## src/rtl/uart_rx_tx_gen.sv

```systemverilog
// 8N1 UART receiver plus a periodic transmit-frame generator reporting the last received byte as "RX:hh....\r\n".
// Receiver and transmitter share only the delayed rx_data snapshot taken at frame start.
module uart_rx_tx_gen #(
  parameter int unsigned BPS_NUM      = 1296,
  parameter int unsigned FRAME_PERIOD = 12000000
) (
  input  logic       clk,
  input  logic       rst_n,
  input  logic       uart_rx,
  input  logic [7:0] write_max_num,
  output logic       uart_tx,
  output logic [7:0] rx_data,
  output logic       rx_en,
  output logic       rx_finish,
  output logic       tx_busy
);
  // state | meaning
  // IDLE  | waiting for synchronized falling edge, rx_finish high
  // START | counting to mid start bit, rejects glitches
  // DATA  | sampling d0..d7 mid-bit, LSB first
  // STOP  | sampling stop bit, commits byte when high
  typedef enum logic [1:0] {IDLE, START, DATA, STOP} rx_state_t;

  localparam logic [15:0] BIT_LAST    = 16'(BPS_NUM - 1);
  localparam logic [15:0] HALF_LAST   = 16'(BPS_NUM / 2 - 1);
  localparam logic [31:0] PERIOD_LAST = 32'(FRAME_PERIOD - 1);

  rx_state_t   rx_state, rx_next;
  logic        rx_s1, rx_s2, rx_prev;
  logic [15:0] rx_cnt;
  logic [2:0]  rx_bit;
  logic [7:0]  rx_shift;

  logic [15:0] tx_cnt;
  logic [3:0]  tx_bits;
  logic [8:0]  tx_shift;

  logic [31:0] period_cnt;
  logic        frame_active, wr_pulse;
  logic [7:0]  wr_byte, frame_n, byte_idx, snap, rx_d1, snap_src, frame_byte, hex;
  logic [3:0]  nib;

  assign rx_finish = (rx_state == IDLE);

  always_ff @(posedge clk or negedge rst_n) begin
    if (!rst_n) rx_state <= IDLE;
    else        rx_state <= rx_next;
  end

  always_comb begin
    rx_next = rx_state;
    case (rx_state)
      IDLE:  if (rx_prev && !rx_s2) rx_next = START;
      START: if (rx_cnt == 16'd0) rx_next = rx_s2 ? IDLE : DATA;
      DATA:  if (rx_cnt == 16'd0 && rx_bit == 3'd7) rx_next = STOP;
      STOP:  if (rx_cnt == 16'd0) rx_next = IDLE;
      default: rx_next = IDLE;
    endcase
  end

  always_ff @(posedge clk or negedge rst_n) begin
    if (!rst_n) begin
      rx_s1    <= 1'b1;
      rx_s2    <= 1'b1;
      rx_prev  <= 1'b1;
      rx_cnt   <= 16'd0;
      rx_bit   <= 3'd0;
      rx_shift <= 8'd0;
      rx_data  <= 8'd0;
      rx_en    <= 1'b0;
    end else begin
      rx_s1   <= uart_rx;
      rx_s2   <= rx_s1;
      rx_prev <= rx_s2;
      rx_en   <= 1'b0;
      case (rx_state)
        IDLE: begin
          rx_cnt <= HALF_LAST;
          rx_bit <= 3'd0;
        end
        START: rx_cnt <= (rx_cnt == 16'd0) ? BIT_LAST : rx_cnt - 16'd1;
        DATA: begin
          if (rx_cnt == 16'd0) begin
            rx_shift <= {rx_s2, rx_shift[7:1]};
            rx_bit   <= rx_bit + 3'd1;
            rx_cnt   <= BIT_LAST;
          end else begin
            rx_cnt <= rx_cnt - 16'd1;
          end
        end
        STOP: begin
          if (rx_cnt == 16'd0) begin
            if (rx_s2) begin
              rx_data <= rx_shift;
              rx_en   <= 1'b1;
            end
          end else begin
            rx_cnt <= rx_cnt - 16'd1;
          end
        end
        default: rx_cnt <= 16'd0;
      endcase
    end
  end

  // Start bit goes out on the same edge that accepts the write pulse.
  always_ff @(posedge clk or negedge rst_n) begin
    if (!rst_n) begin
      uart_tx  <= 1'b1;
      tx_busy  <= 1'b0;
      tx_cnt   <= 16'd0;
      tx_bits  <= 4'd0;
      tx_shift <= 9'h1ff;
    end else if (!tx_busy) begin
      uart_tx <= 1'b1;
      if (wr_pulse) begin
        tx_busy  <= 1'b1;
        uart_tx  <= 1'b0;
        tx_shift <= {1'b1, wr_byte};
        tx_cnt   <= BIT_LAST;
        tx_bits  <= 4'd9;
      end
    end else if (tx_cnt != 16'd0) begin
      tx_cnt <= tx_cnt - 16'd1;
    end else if (tx_bits == 4'd0) begin
      tx_busy <= 1'b0;
      uart_tx <= 1'b1;
    end else begin
      uart_tx  <= tx_shift[0];
      tx_shift <= {1'b1, tx_shift[8:1]};
      tx_bits  <= tx_bits - 4'd1;
      tx_cnt   <= BIT_LAST;
    end
  end

  always_comb begin
    nib = (byte_idx == 8'd3) ? snap[7:4] : snap[3:0];
    hex = (nib < 4'd10) ? 8'h30 + {4'd0, nib} : 8'h37 + {4'd0, nib};
    if (byte_idx == 8'd0)                     frame_byte = 8'h52;
    else if (byte_idx == 8'd1)                frame_byte = 8'h58;
    else if (byte_idx == 8'd2)                frame_byte = 8'h3a;
    else if (byte_idx == 8'd3 || byte_idx == 8'd4) frame_byte = hex;
    else if (byte_idx == frame_n - 8'd1)      frame_byte = 8'h0a;
    else if (byte_idx == frame_n - 8'd2)      frame_byte = 8'h0d;
    else                                      frame_byte = 8'h2e;
  end

  // Frame stays active until the last character has fully left the line.
  always_ff @(posedge clk or negedge rst_n) begin
    if (!rst_n) begin
      period_cnt   <= PERIOD_LAST;
      frame_active <= 1'b0;
      wr_pulse     <= 1'b0;
      wr_byte      <= 8'd0;
      frame_n      <= 8'd0;
      byte_idx     <= 8'd0;
      snap         <= 8'd0;
      rx_d1        <= 8'd0;
      snap_src     <= 8'd0;
    end else begin
      rx_d1      <= rx_data;
      snap_src   <= rx_d1;
      period_cnt <= (period_cnt == 32'd0) ? PERIOD_LAST : period_cnt - 32'd1;
      wr_pulse   <= 1'b0;
      if (!frame_active) begin
        if (period_cnt == 32'd0) begin
          frame_n      <= (write_max_num != 8'd0 && write_max_num < 8'd7) ? 8'd7 : write_max_num;
          snap         <= snap_src;
          byte_idx     <= 8'd0;
          frame_active <= (write_max_num != 8'd0);
        end
      end else if (!tx_busy && !wr_pulse) begin
        if (byte_idx < frame_n) begin
          wr_pulse <= 1'b1;
          wr_byte  <= frame_byte;
          byte_idx <= byte_idx + 8'd1;
        end else begin
          frame_active <= 1'b0;
        end
      end
    end
  end
endmodule

```

## config.mk

```make
export PLATFORM = sky130hd
export DESIGN_NAME = uart_rx_tx_gen
export DESIGN_NICKNAME = d
export VERILOG_FILES = /design/src/rtl/uart_rx_tx_gen.sv
export SDC_FILE = /design/constraint.sdc
export NUM_CORES = 1
export LEC_CHECK = 0
export BUFFER_PORTS_ARGS = -buffer_cell sky130_fd_sc_hd__buf_2
export CAP_MARGIN = 20
export CORE_ASPECT_RATIO = 0.9
export CORE_MARGIN = 10
export CORE_UTILIZATION = 46
export CTS_CLUSTER_SIZE = 28
export DETAILED_ROUTE_END_ITERATION = 8
export HOLD_SLACK_MARGIN = 0.03
export MAX_ROUTING_LAYER = met4
export PLACE_DENSITY_LB_ADDON = 0.12
export SETUP_SLACK_MARGIN = 0.2
export SLEW_MARGIN = 20
export SYNTH_ARGS = -nofsm -noshare
export SYNTH_HDL_FRONTEND = slang
export SYNTH_SLANG_ARGS = --single-unit
```

## constraint.sdc

```tcl
create_clock -name clk -period 4.5 [get_ports clk]
set_input_delay 0.45 -clock clk [delete_from_list [all_inputs] [get_ports clk]]
set_output_delay 0.45 -clock clk [all_outputs]
set_load 0.01 [all_outputs]
```

==> results_dict.tcl, run 1 <==
set metrics [dict create \
    status "complete, no violations" \
    worstSetupEndpointType "flop" \
    first_iter_violations 367 \
    final-seq-area_um2 3840 \
    cap_viol_max_count 0 \
    yosys.area.top_type_share_pct 39.83 \
    num_vias 5631 \
    ys_seq_elements 152 \
    htree_levels 4 \
    worst_pin_slew_ns 0.8629 \
    synth_seq_area_share_pct 49.69 \
    rsz0062_at_grt "false" \
    start_util_pct 47.42 \
    fin_tns_setup_ns 0 \
    place_hpwl_mm 11.01 \
    path_clk_slew_ns 0.06 \
    routed-wl-met3_um 541 \
    fin_nets 821 \
    cts_hold_buffers 0 \
    hold_violations 0 \
    finClkSkew_ns 0.008500 \
    power.density_nw_per_um2 392.2 \
    grt_pass1_wl_mm 27.59 \
    synth_area_leaders "dfrtp_1 40%, dfstp_2 9.9%, ha_1 4.9%" \
    firstDrtPassIters 5 \
    timing.final.crit_share_pct 71.49 \
    r2r_start "byte_idx[1]$_DFFE_PN0P_" \
    ant_nets 0 \
    gp_congestion 0.8561 \
    synth_top_area_cell "dfrtp_1" \
    wl_mm 16.15 \
    top_layer_used "met4" \
    synthFlopType "dfrtp_1" \
    yosysWarnings 0 \
    synth_cell_types 67 \
    drive_above_1_share_pct 15.38 \
    crit_type "reg2reg" \
    synth_edf_count 0 \
    core-area_um2 16300 \
    cts_resized 0 \
    diodes 0 \
    async_reset_ff_share_pct 100.0 \
    area_growth_pct 11.50 \
    dieWidth_um 156.6 \
    worstPathRequired_ns 4.84 \
    cts_root_buf "clkbuf_16" \
    die_area_um2 22390 \
    wl_per_cell_um 16.15 \
    hp-class "in2async" \
    multi_input_area_um2 3654 \
    setup_viol 0 \
    grt_pass1_vias 5516 \
    netlist_area_um2 7727 \
    relSlewSlack_pct 42.47 \
    ff2ff_setup_slack_ns 1.28 \
    cp_max_fo 10 \
    rr_worst_depth 9 \
    grt_overflow_total 0 \
    antenna_found_initial 0 \
    cp.arrival_ns 3.56 \
    finalMaxSlewViolations 0 \
    portBuffers 22 \
    via_per_inst 5.631 \
    routed-wl-met2_mm 7.392 \
    leakagePower_nw 3.900 \
    cts_made_buffers 17 \
    place_inst 967 \
    clock_latency_ns 0.42 \
    clock.fmax_mhz 310.9 \
    cts_tree "yes" \
    timing.rr.end "wr_byte[1]$_DFFE_PN0P_" \
    wl_met1_mm 8.045 \
    ios 23 \
    die_h_um 143.0 \
    syn_inst 766 \
    layout_min_cycle_time_ns 3.217 \
    instances_no_fill 1000 \
    cp-start-kind "flop" \
    remaining_drc_errors 0 \
    cts.sinks 152 \
    grt_max_degree 90 \
    ctsLongestPathBuffers 2 \
    rows 44 \
    grt_usage_pct 15.43 \
    syn_nets 807 \
    p_total_w 0.003379 \
    cts_setup_buffers 0 \
    ir_worst_vdd_uv 437.3 \
    avgSynthCellArea_um2 10.09 \
    nFillCells 1420 \
]
-- worst max-delay path by stage --
stage / cells past startpoint / endpoint / startpoint / slack, ns
after floorplan: 11 / wr_byte[2]$_DFFE_PN0P_ / byte_idx[4]$_DFFE_PN0P_ / 1.59
after global placement: 10 / wr_byte[2]$_DFFE_PN0P_ / byte_idx[4]$_DFFE_PN0P_ / 1.46
after detailed placement: 11 / wr_byte[2]$_DFFE_PN0P_ / byte_idx[1]$_DFFE_PN0P_ / 1.33
after CTS: 11 / wr_byte[2]$_DFFE_PN0P_ / byte_idx[1]$_DFFE_PN0P_ / 1.32
after global routing: 11 / wr_byte[2]$_DFFE_PN0P_ / byte_idx[1]$_DFFE_PN0P_ / 0.95
final: 9 / wr_byte[1]$_DFFE_PN0P_ / byte_idx[1]$_DFFE_PN0P_ / 1.28
-- routing by layer --
metal / vias to the layer above / GRT usage, %
li1: 2754 / -
met1: 2781 / 21.32
met2: 75 / 22.26
met3: 21 / 3.393
met4: 0 / 4.516
met5: - / -
-- flip-flops by register name, indices dropped and copies added (netlist names), 7 cells and up, named ones only --
| name | flops |
|---|---|
| tx_shift | 8 |
| frame_n | 8 |
| snap_src | 8 |
| rx_shift | 8 |
| snap | 8 |
| rx_cnt | 16 |
| rx_data | 8 |
| byte_idx | 8 |
| tx_cnt | 16 |
| wr_byte | 7 |
| period_cnt | 32 |
| rx_d1 | 8 |
-- critical path: stages (launching register included) --
cell      delay (ns)
dfrtp_1         0.47
ha_1            0.25
nor2b_1         0.37
nor3b_2         0.60
mux2i_1         0.26
ha_1            0.25
a221oi_1        0.41
a211oi_1        0.09
a221o_1         0.30
o21ai_0         0.13
-- cell usage in the layout (no fill, tap or decap), types with 14 or more instances in the layout --
master,synthesis,final
a21oi_1,34,34
buf_2,5,21
clkbuf_16,0,17
dfrtp_1,123,123
dfstp_2,29,29
ha_1,30,30
inv_1,27,27
mux2_2,25,25
nand2_1,70,70
nand3_1,20,20
nor2_1,69,69
nor3_1,30,30
nor4_1,15,15
o21ai_0,44,44
or3_1,14,14
xnor2_1,38,38
xor2_1,16,16
-- power breakdown --
part           total [W]  internal [W]  leakage [nW]  switching, W
Clock            0.00147      0.000902         0.293      0.000567
Sequential       0.00147       0.00142          1.90     0.0000488
Combinational   0.000443      0.000172          1.70      0.000271
-- final cells by class --
cell class,count,share of cell area [%]
flip-flops and latches,152,44.57
multi-input cells,555,42.40
clock buffers,21,5.344
well taps,207,3.006
repair buffers,26,1.757
clock inverters,11,1.699
inverters,28,1.220
-- cells by family (layout without fill, tap and decap cells) --
kind of cell	after synthesis	count (layout)	synth area share (%)
adders and majority gates	30	30	4.858
and+or+nand+nor	283	283	18.65
DFF	152	152	49.69
buffers and inverters	59	86	3.028
xor gates and xnor gates	54	54	6.120
AOI/OAI and AO/OA	153	153	12.71
muxes	35	35	4.939
-- cell usage after synthesis, drive strengths merged, types with 11 or more instances --
| library cell | instances |
|---|---|
| inv | 27 |
| dfrtp | 123 |
| xnor2 | 38 |
| o31ai | 13 |
| nor3 | 30 |
| mux2 | 25 |
| nand3 | 20 |
| a21oi | 34 |
| xor2 | 16 |
| o21ai | 45 |
| a211oi | 11 |
| dfstp | 29 |
| ha | 30 |
| nor2 | 70 |
| clkbuf | 24 |
| nor4 | 15 |
| or3 | 14 |
| nand2 | 70 |
| nor2b | 11 |
-- per-stage QoR --
| step | hold slack [ns] | cell area (um^2) | setup slack [ns] | util, % |
|---|---|---|---|---|
| floorplan | 0.1544 | 7727 | 1.593 | - |
| global placement | 0.3323 | 7996 | 1.458 | 49.07 |
| detailed placement | 0.3347 | 7996 | 1.335 | 49.07 |
| CTS | 0.1169 | 8603 | 1.320 | 52.79 |
| global route | 0.1113 | 8616 | 0.9529 | 52.87 |
| finish | 0.07686 | 8616 | 1.283 | 52.87 |
Note: power is estimated with default switching activity, not from simulation.
==> run 2: changes to the inputs <==
--- a/config.mk
+++ b/config.mk
@@ -5,6 +5,7 @@
 export SDC_FILE = /design/constraint.sdc
 export NUM_CORES = 1
 export LEC_CHECK = 0
+export ABC_AREA = 1
 export BUFFER_PORTS_ARGS = -buffer_cell sky130_fd_sc_hd__buf_2
 export CAP_MARGIN = 20
 export CORE_ASPECT_RATIO = 0.9
==> constraint.sdc (replaced) <==
create_clock -name clk -period 3.15 [get_ports clk]
set_input_delay 0.315 -clock clk [delete_from_list [all_inputs] [get_ports clk]]
set_output_delay 0.315 -clock clk [all_outputs]
set_load 0.01 [all_outputs]
==> results_dict.tcl, run 2 <==
set metrics [dict create \
    diodes 0 \
    final_util_pct 52.56 \
    yosysWarnings 0 \
    rsz0062_at_grt "false" \
    grt_max_degree 75 \
    synth_common_cells "226 x nand2_1, 139 x nor2_1, 123 x dfrtp_1" \
    core-area_um2 17500 \
    max_stage_delay_ns 0.65 \
    leakagePower_nw 4.489 \
    crit_chain "inv_1 > o21ai_0 > nor2_2 > nand2_1 > o21ai_1 > nand2_1" \
    via_per_inst 4.962 \
    num_vias 6416 \
    dieWidth_um 160.3 \
    remaining_drc_errors 0 \
    grt_pass1_vias 6155 \
    first_iter_violations 428 \
    grt_busiest_layer "met2" \
    wl_per_cell_um 13.63 \
    hp-class "in2reg" \
    firstDrtPassIters 4 \
    path_clk_slew_ns 0.07 \
    gr-usage-met2_pct 23.21 \
    ios 23 \
    cts.sinks 152 \
    syn_nets 1046 \
    cp-start-kind "flop" \
    cap_viol_max_count 0 \
    area_growth_pct 12.80 \
    ir_worst_vdd_uv 533.2 \
    ff2ff_setup_slack_ns 0.77 \
    final_cell_mix "226 x nand2_1, 139 x nor2_1, 123 x dfrtp_1" \
    crit_type "reg2reg" \
    wl_mm 17.62 \
    cp.arrival_ns 2.69 \
    crit_family "simple AND/OR/NAND/NOR gates" \
    ant_nets 0 \
    setup_viol 0 \
    place_inst 1259 \
    worstSetupEndpointType "flop" \
    synth_top_area_cell "dfrtp_1" \
    portBuffers 22 \
    timing.final.crit_share_pct 75.55 \
    fin_nets 1081 \
    design_area_um2 9196 \
    relSlewSlack_pct 48.46 \
    instances_no_fill 1293 \
    grt_pass1_wl_mm 30.23 \
    mostFrequentLayoutCell "nand2_1" \
    cp_max_fo 22 \
    met1_usage_pct 21.86 \
    largest-register "period_cnt" \
    worstPathRequired_ns 3.46 \
    synth_edf_count 0 \
    cts_made_buffers 17 \
    antenna_found_initial 0 \
    cts_setup_buffers 0 \
    drive_above_1_share_pct 14.43 \
    min-delay-start "write_max_num[5]" \
    synth.most_common_cell "nand2_1" \
    dp_slack_ns 0.7784 \
    setup_ws_ns 0.7703 \
    synth_cell_types 52 \
    grt_overflow_total 0 \
    synthFlopType "dfrtp_1" \
    layout_min_cycle_time_ns 2.380 \
    worst_pin_slew_ns 0.7723 \
    clock_latency_ns 0.43 \
    synth_seq_area_share_pct 47.10 \
    holdPathStages 3 \
    async_reset_ff_share_pct 100.0 \
    status "complete, no violations" \
    rows 46 \
    avgSynthCellArea_um2 8.112 \
    fin_tns_setup_ns 0 \
    largest_registers "period_cnt x32, rx_cnt x16, tx_cnt x16" \
    timing.rr.end "tx_bits[3]$_DFFE_PN0P_" \
    die_area_um2 23460 \
    finClkSkew_ns 0.01115 \
    netlist_area_um2 8153 \
    hold_violations 0 \
    worstHoldEndpoint "frame_n[5]$_DFFE_PN0P_" \
    r2r_start "tx_busy$_DFF_PN0_" \
    grt_use_met3_pct 3.429 \
    grt_usage_pct 15.85 \
    gp_congestion 0.9555 \
    cts_root_buf "clkbuf_16" \
    place_area_um2 8552 \
    place_hpwl_mm 12.99 \
    yosys.area.top_type_share_pct 37.75 \
    ys_seq_elements 152 \
    finalMaxSlewViolations 0 \
    worst_path_max_delay_cell "nor2_2" \
    clock.fmax_mhz 420.2 \
    cts_tree "yes" \
    rr_worst_depth 6 \
    largest_reg_flops 32 \
    start_util_pct 46.60 \
    die_h_um 146.3 \
    critPathMostFrequentCell "nand2_1" \
    htree_levels 4 \
    path_buf_inv 1 \
    syn_inst 1005 \
    power.density_nw_per_um2 542.2 \
    ctsLongestPathBuffers 2 \
    synth_area_leaders "dfrtp_1 38%, nand2_1 10%, dfstp_2 9.3%" \
]
==> run 2: worst max-delay path by stage <==
stage                            from                     end  slack [ns]  cells past startpoint
6_report            tx_busy$_DFF_PN0_  tx_bits[3]$_DFFE_PN0P_        0.77                      6
3_3_place_gp    tx_cnt[0]$_DFFE_PN0P_  tx_cnt[13]$_DFFE_PN0P_        0.86                     11
4_1_cts             tx_busy$_DFF_PN0_  tx_bits[3]$_DFFE_PN0P_        0.77                      6
2_1_floorplan  frame_n[3]$_DFFE_PN0P_  wr_byte[2]$_DFFE_PN0P_        1.29                     11
3_5_place_dp        tx_busy$_DFF_PN0_  tx_cnt[13]$_DFFE_PN0P_        0.78                      6
5_1_grt        tx_cnt[10]$_DFFE_PN0P_  tx_bits[3]$_DFFE_PN0P_        0.47                     10
==> run 2: cell type report <==
type                            instances  area (um^2)
Timing Repair Buffer                   32        209.0
Inverter                              125        470.5
Clock inverter                         15        198.9
Tap cell                              240        300.3
Sequential cell                       152         3840
Multi-Input combinational cell        712         3752
Fill cell                            1691         8300
Clock buffer                           17        425.4
==> run 2: worst reg2reg max path, cell delays in order (launching register included) <==
cell	delay, ns
dfrtp_1	0.55
inv_1	0.34
o21ai_0	0.20
nor2_2	0.65
nand2_1	0.28
o21ai_1	0.19
nand2_1	0.06
==> run 2: through the flow <==
| stage | power [W] | hold slack [ns] |
|---|---|---|
| CTS | 0.005036 | 0.1006 |
| floorplan | 0.002708 | 0.01941 |
| finish | 0.004986 | 0.1157 |
| global route | 0.005249 | 0.1264 |
| detailed placement | 0.002912 | 0.3362 |
| global placement | 0.002905 | 0.3337 |
==> run 2: repair_timing <==
| item | CTS | global route |
|---|---|---|
| hold endpoints to repair | 53 | 0 |
| resized for setup | 0 | 0 |
| hold buffers | 2 | 0 |
==> run 2: cells by family after synthesis <==
logic type	Yosys count	share of synthesized area [%]
AND/OR/NAND/NOR	508	27.69
AO/OA/AOI/OAI	139	9.960
buffers and inverters	141	6.875
XOR/XNOR	34	3.652
adder cells (fa/ha/maj)	30	4.604
multiplexers	1	0.1228
flip-flops	152	47.10
==> run 2: power by group <==
part / switching, W / total, W / internal (W)
clock: 0.000956 / 0.00211 / 0.00115
sequential: 0.0000819 / 0.00212 / 0.00204
combinational: 0.000486 / 0.000758 / 0.000271
==> run 2: per-layer routing <==
| layer | part of all wire, % | up-vias |
|---|---|---|
| met1 | 52 | 2986 |
| met4 | 1.1 | 0 |
| met2 | 44 | 88 |
| met5 | 0 | - |
| met3 | 3.5 | 15 |
| li1 | - | 3327 |
==> run 3: changes to the inputs <==
==> constraint.sdc (replaced) <==
create_clock -name clk -period 2.2 [get_ports clk]
set_input_delay 0.22 -clock clk [delete_from_list [all_inputs] [get_ports clk]]
set_output_delay 0.22 -clock clk [all_outputs]
set_load 0.01 [all_outputs]
==> results_dict.tcl, run 3 (synthesis results as in run 2) <==
set metrics [dict create \
    clock.fmax_mhz 511.9 \
    nFillCells 1676 \
    cts_tree "yes" \
    start_util_pct 46.60 \
    r2r_start "byte_idx[1]$_DFFE_PN0P_" \
    mostFrequentLayoutCell "nand2_1" \
    grt_pass1_vias 6253 \
    crit_cells 11 \
    ios 23 \
    first_iter_violations 403 \
    relSlewSlack_pct 56.74 \
    portBuffers 22 \
    antenna_found_initial 0 \
    cts_root_buf "clkbuf_16" \
    dieWidth_um 160.3 \
    grt_use_met3_pct 3.626 \
    grt_pass1_wl_mm 30.43 \
    crit_type "reg2reg" \
    critPathCapture "wr_byte[5]$_DFFE_PN0P_" \
    wl_per_cell_um 13.54 \
    largest-register "period_cnt" \
    path_buf_inv 4 \
    finalMaxSlewViolations 0 \
    startpoint "byte_idx[1]$_DFFE_PN0P_" \
    p_switching_w 0.002140 \
    combPwrFrac_pct 16.3 \
    die_h_um 146.3 \
    rsz0062_at_grt "true" \
    hold_violations 0 \
    largest_registers "period_cnt x32, rx_cnt x16, tx_cnt x16" \
    firstDrtPassIters 5 \
    path_clk_slew_ns 0.07 \
    via_per_inst 4.982 \
    max_stage_delay_ns 0.35 \
    cp.arrival_ns 2.27 \
    remaining_drc_errors 0 \
    htree_levels 4 \
    p_total_w 0.007111 \
    cap_viol_max_count 0 \
    rr_worst_depth 11 \
    clock_latency_ns 0.43 \
    setup_viol 0 \
    worst_path_max_delay_cell "dfrtp_1" \
    area_growth_pct 16.91 \
    final_cell_mix "226 x nand2_1, 130 x nor2_1, 119 x dfrtp_1" \
    timing.rr.end "wr_byte[5]$_DFFE_PN0P_" \
    fin_tns_setup_ns 0 \
    power.density_nw_per_um2 746.0 \
    pwr-share-seq_pct 42.8 \
    instances_no_fill 1320 \
    ff2ff_setup_slack_ns 0.25 \
    worst_pin_slew_ns 0.6429 \
    grt_max_degree 53 \
    finClkSkew_ns 0.01199 \
    leakagePower_nw 4.582 \
    die_area_um2 23460 \
    num_vias 6576 \
    rows 46 \
    place_hpwl_mm 12.99 \
    crit_family "compound AO/OA/AOI/OAI gates" \
    cts.sinks 152 \
    diodes 0 \
    gp_congestion 0.9067 \
    holdPathStages 3 \
    grt_overflow_total 0 \
    met1_usage_pct 21.92 \
    hp-class "in2reg" \
    place_inst 1269 \
    ant_nets 0 \
    switching_share_pct 30.10 \
    cp_max_fo 7 \
    grt_usage_pct 16.02 \
    layout_min_cycle_time_ns 1.954 \
    largest_reg_flops 32 \
    worstSetupEndpointType "flop" \
    wl_mm 17.87 \
    grt_busiest_layer "met2" \
    intPower_w 0.004971 \
    timing.final.crit_share_pct 88.80 \
    drive_above_1_share_pct 18.80 \
    cts_made_buffers 17 \
    ctsLongestPathBuffers 2 \
    fin_nets 1108 \
    ir_worst_vdd_uv 684.1 \
    status "complete, no violations" \
    p_clk_share_pct 40.9 \
    gr-usage-met2_pct 23.33 \
    core-area_um2 17500 \
    worstPathRequired_ns 2.52 \
    cp-start-kind "flop" \
    crit_chain "buf_4 > inv_1 > ha_1 > inv_1 > nor2_1 > a31oi_1 > inv_1 > a21oi_1 > nand2_1 > nand2_1 > nand2_1" \
]
## run 3: cell count changes in the layout (fill, tap and decap cells not counted), sizes merged
cell	delta
dlygate4sd3	+4
clkinv	-1
clkbuf	+1
buf	+23
## run 3: final cells by class
class | count | area (um^2) | share of cell area, %
Clock inverter | 14 | 156.4 | 1.641
Inverter | 125 | 473.0 | 4.962
Tap cell | 240 | 300.3 | 3.150
Sequential cell | 152 | 3845 | 40.34
Timing Repair Buffer | 59 | 434.2 | 4.555
Clock buffer | 18 | 429.2 | 4.502
Multi-Input combinational cell | 712 | 3894 | 40.85
## run 3: worst min-delay path by stage
stage | from | slack [ns] | endpoint
final | write_max_num[4] | 0.06 | frame_n[4]$_DFFE_PN0P_
after CTS | write_max_num[4] | 0.04 | frame_n[4]$_DFFE_PN0P_
after floorplan | rst_n | -0.08 | async pin
after global routing | write_max_num[4] | 0.06 | frame_n[4]$_DFFE_PN0P_
after detailed placement | rst_n | 0.16 | tx_cnt[8]$_DFFE_PN0P_
after global placement | rst_n | 0.16 | tx_cnt[6]$_DFFE_PN0P_
## run 3: timing repair
item                       CTS  global route
hold buffers                 6             0
hold endpoints to repair    38             0
pin swaps                    0             8
resized for setup            2            38
buffers inserted             1            12
setup endpoints to repair    2            56
## run 3: tightest hold or removal path, stage by stage
cell and delay, ns:
buf_2 0.09, inv_1 0.07, o21ai_1 0.07
## run 3: power groups by stage
stage	clock network (W)	registers [W]	logic, W
4_1_cts	0.00300	0.00303	0.00113
3_5_place_dp	0	0.00308	0.00112
5_1_grt	0.00310	0.00306	0.00135
2_1_floorplan	0	0.00306	0.000818
3_3_place_gp	0	0.00309	0.00111
6_report	0.00291	0.00304	0.00116
## run 3: per-stage QoR
step	area [um^2]	setup WS [ns]	utilization [%]	hold WS, ns
after floorplan	8153	0.3416	-	-0.07559
after global placement	8640	0.2290	49.38	0.1596
after detailed placement	8640	0.1915	49.38	0.1634
after CTS	9299	0.2216	53.15	0.03647
after global routing	9532	0.07042	54.48	0.06358
final	9532	0.2465	54.48	0.06268
## run 3: per-layer routing
metal | up-vias | share of wire (%)
met5 | - | 0
met4 | 0 | 1.1
met3 | 12 | 3.9
met2 | 97 | 43
met1 | 3079 | 52
li1 | 3388 | -
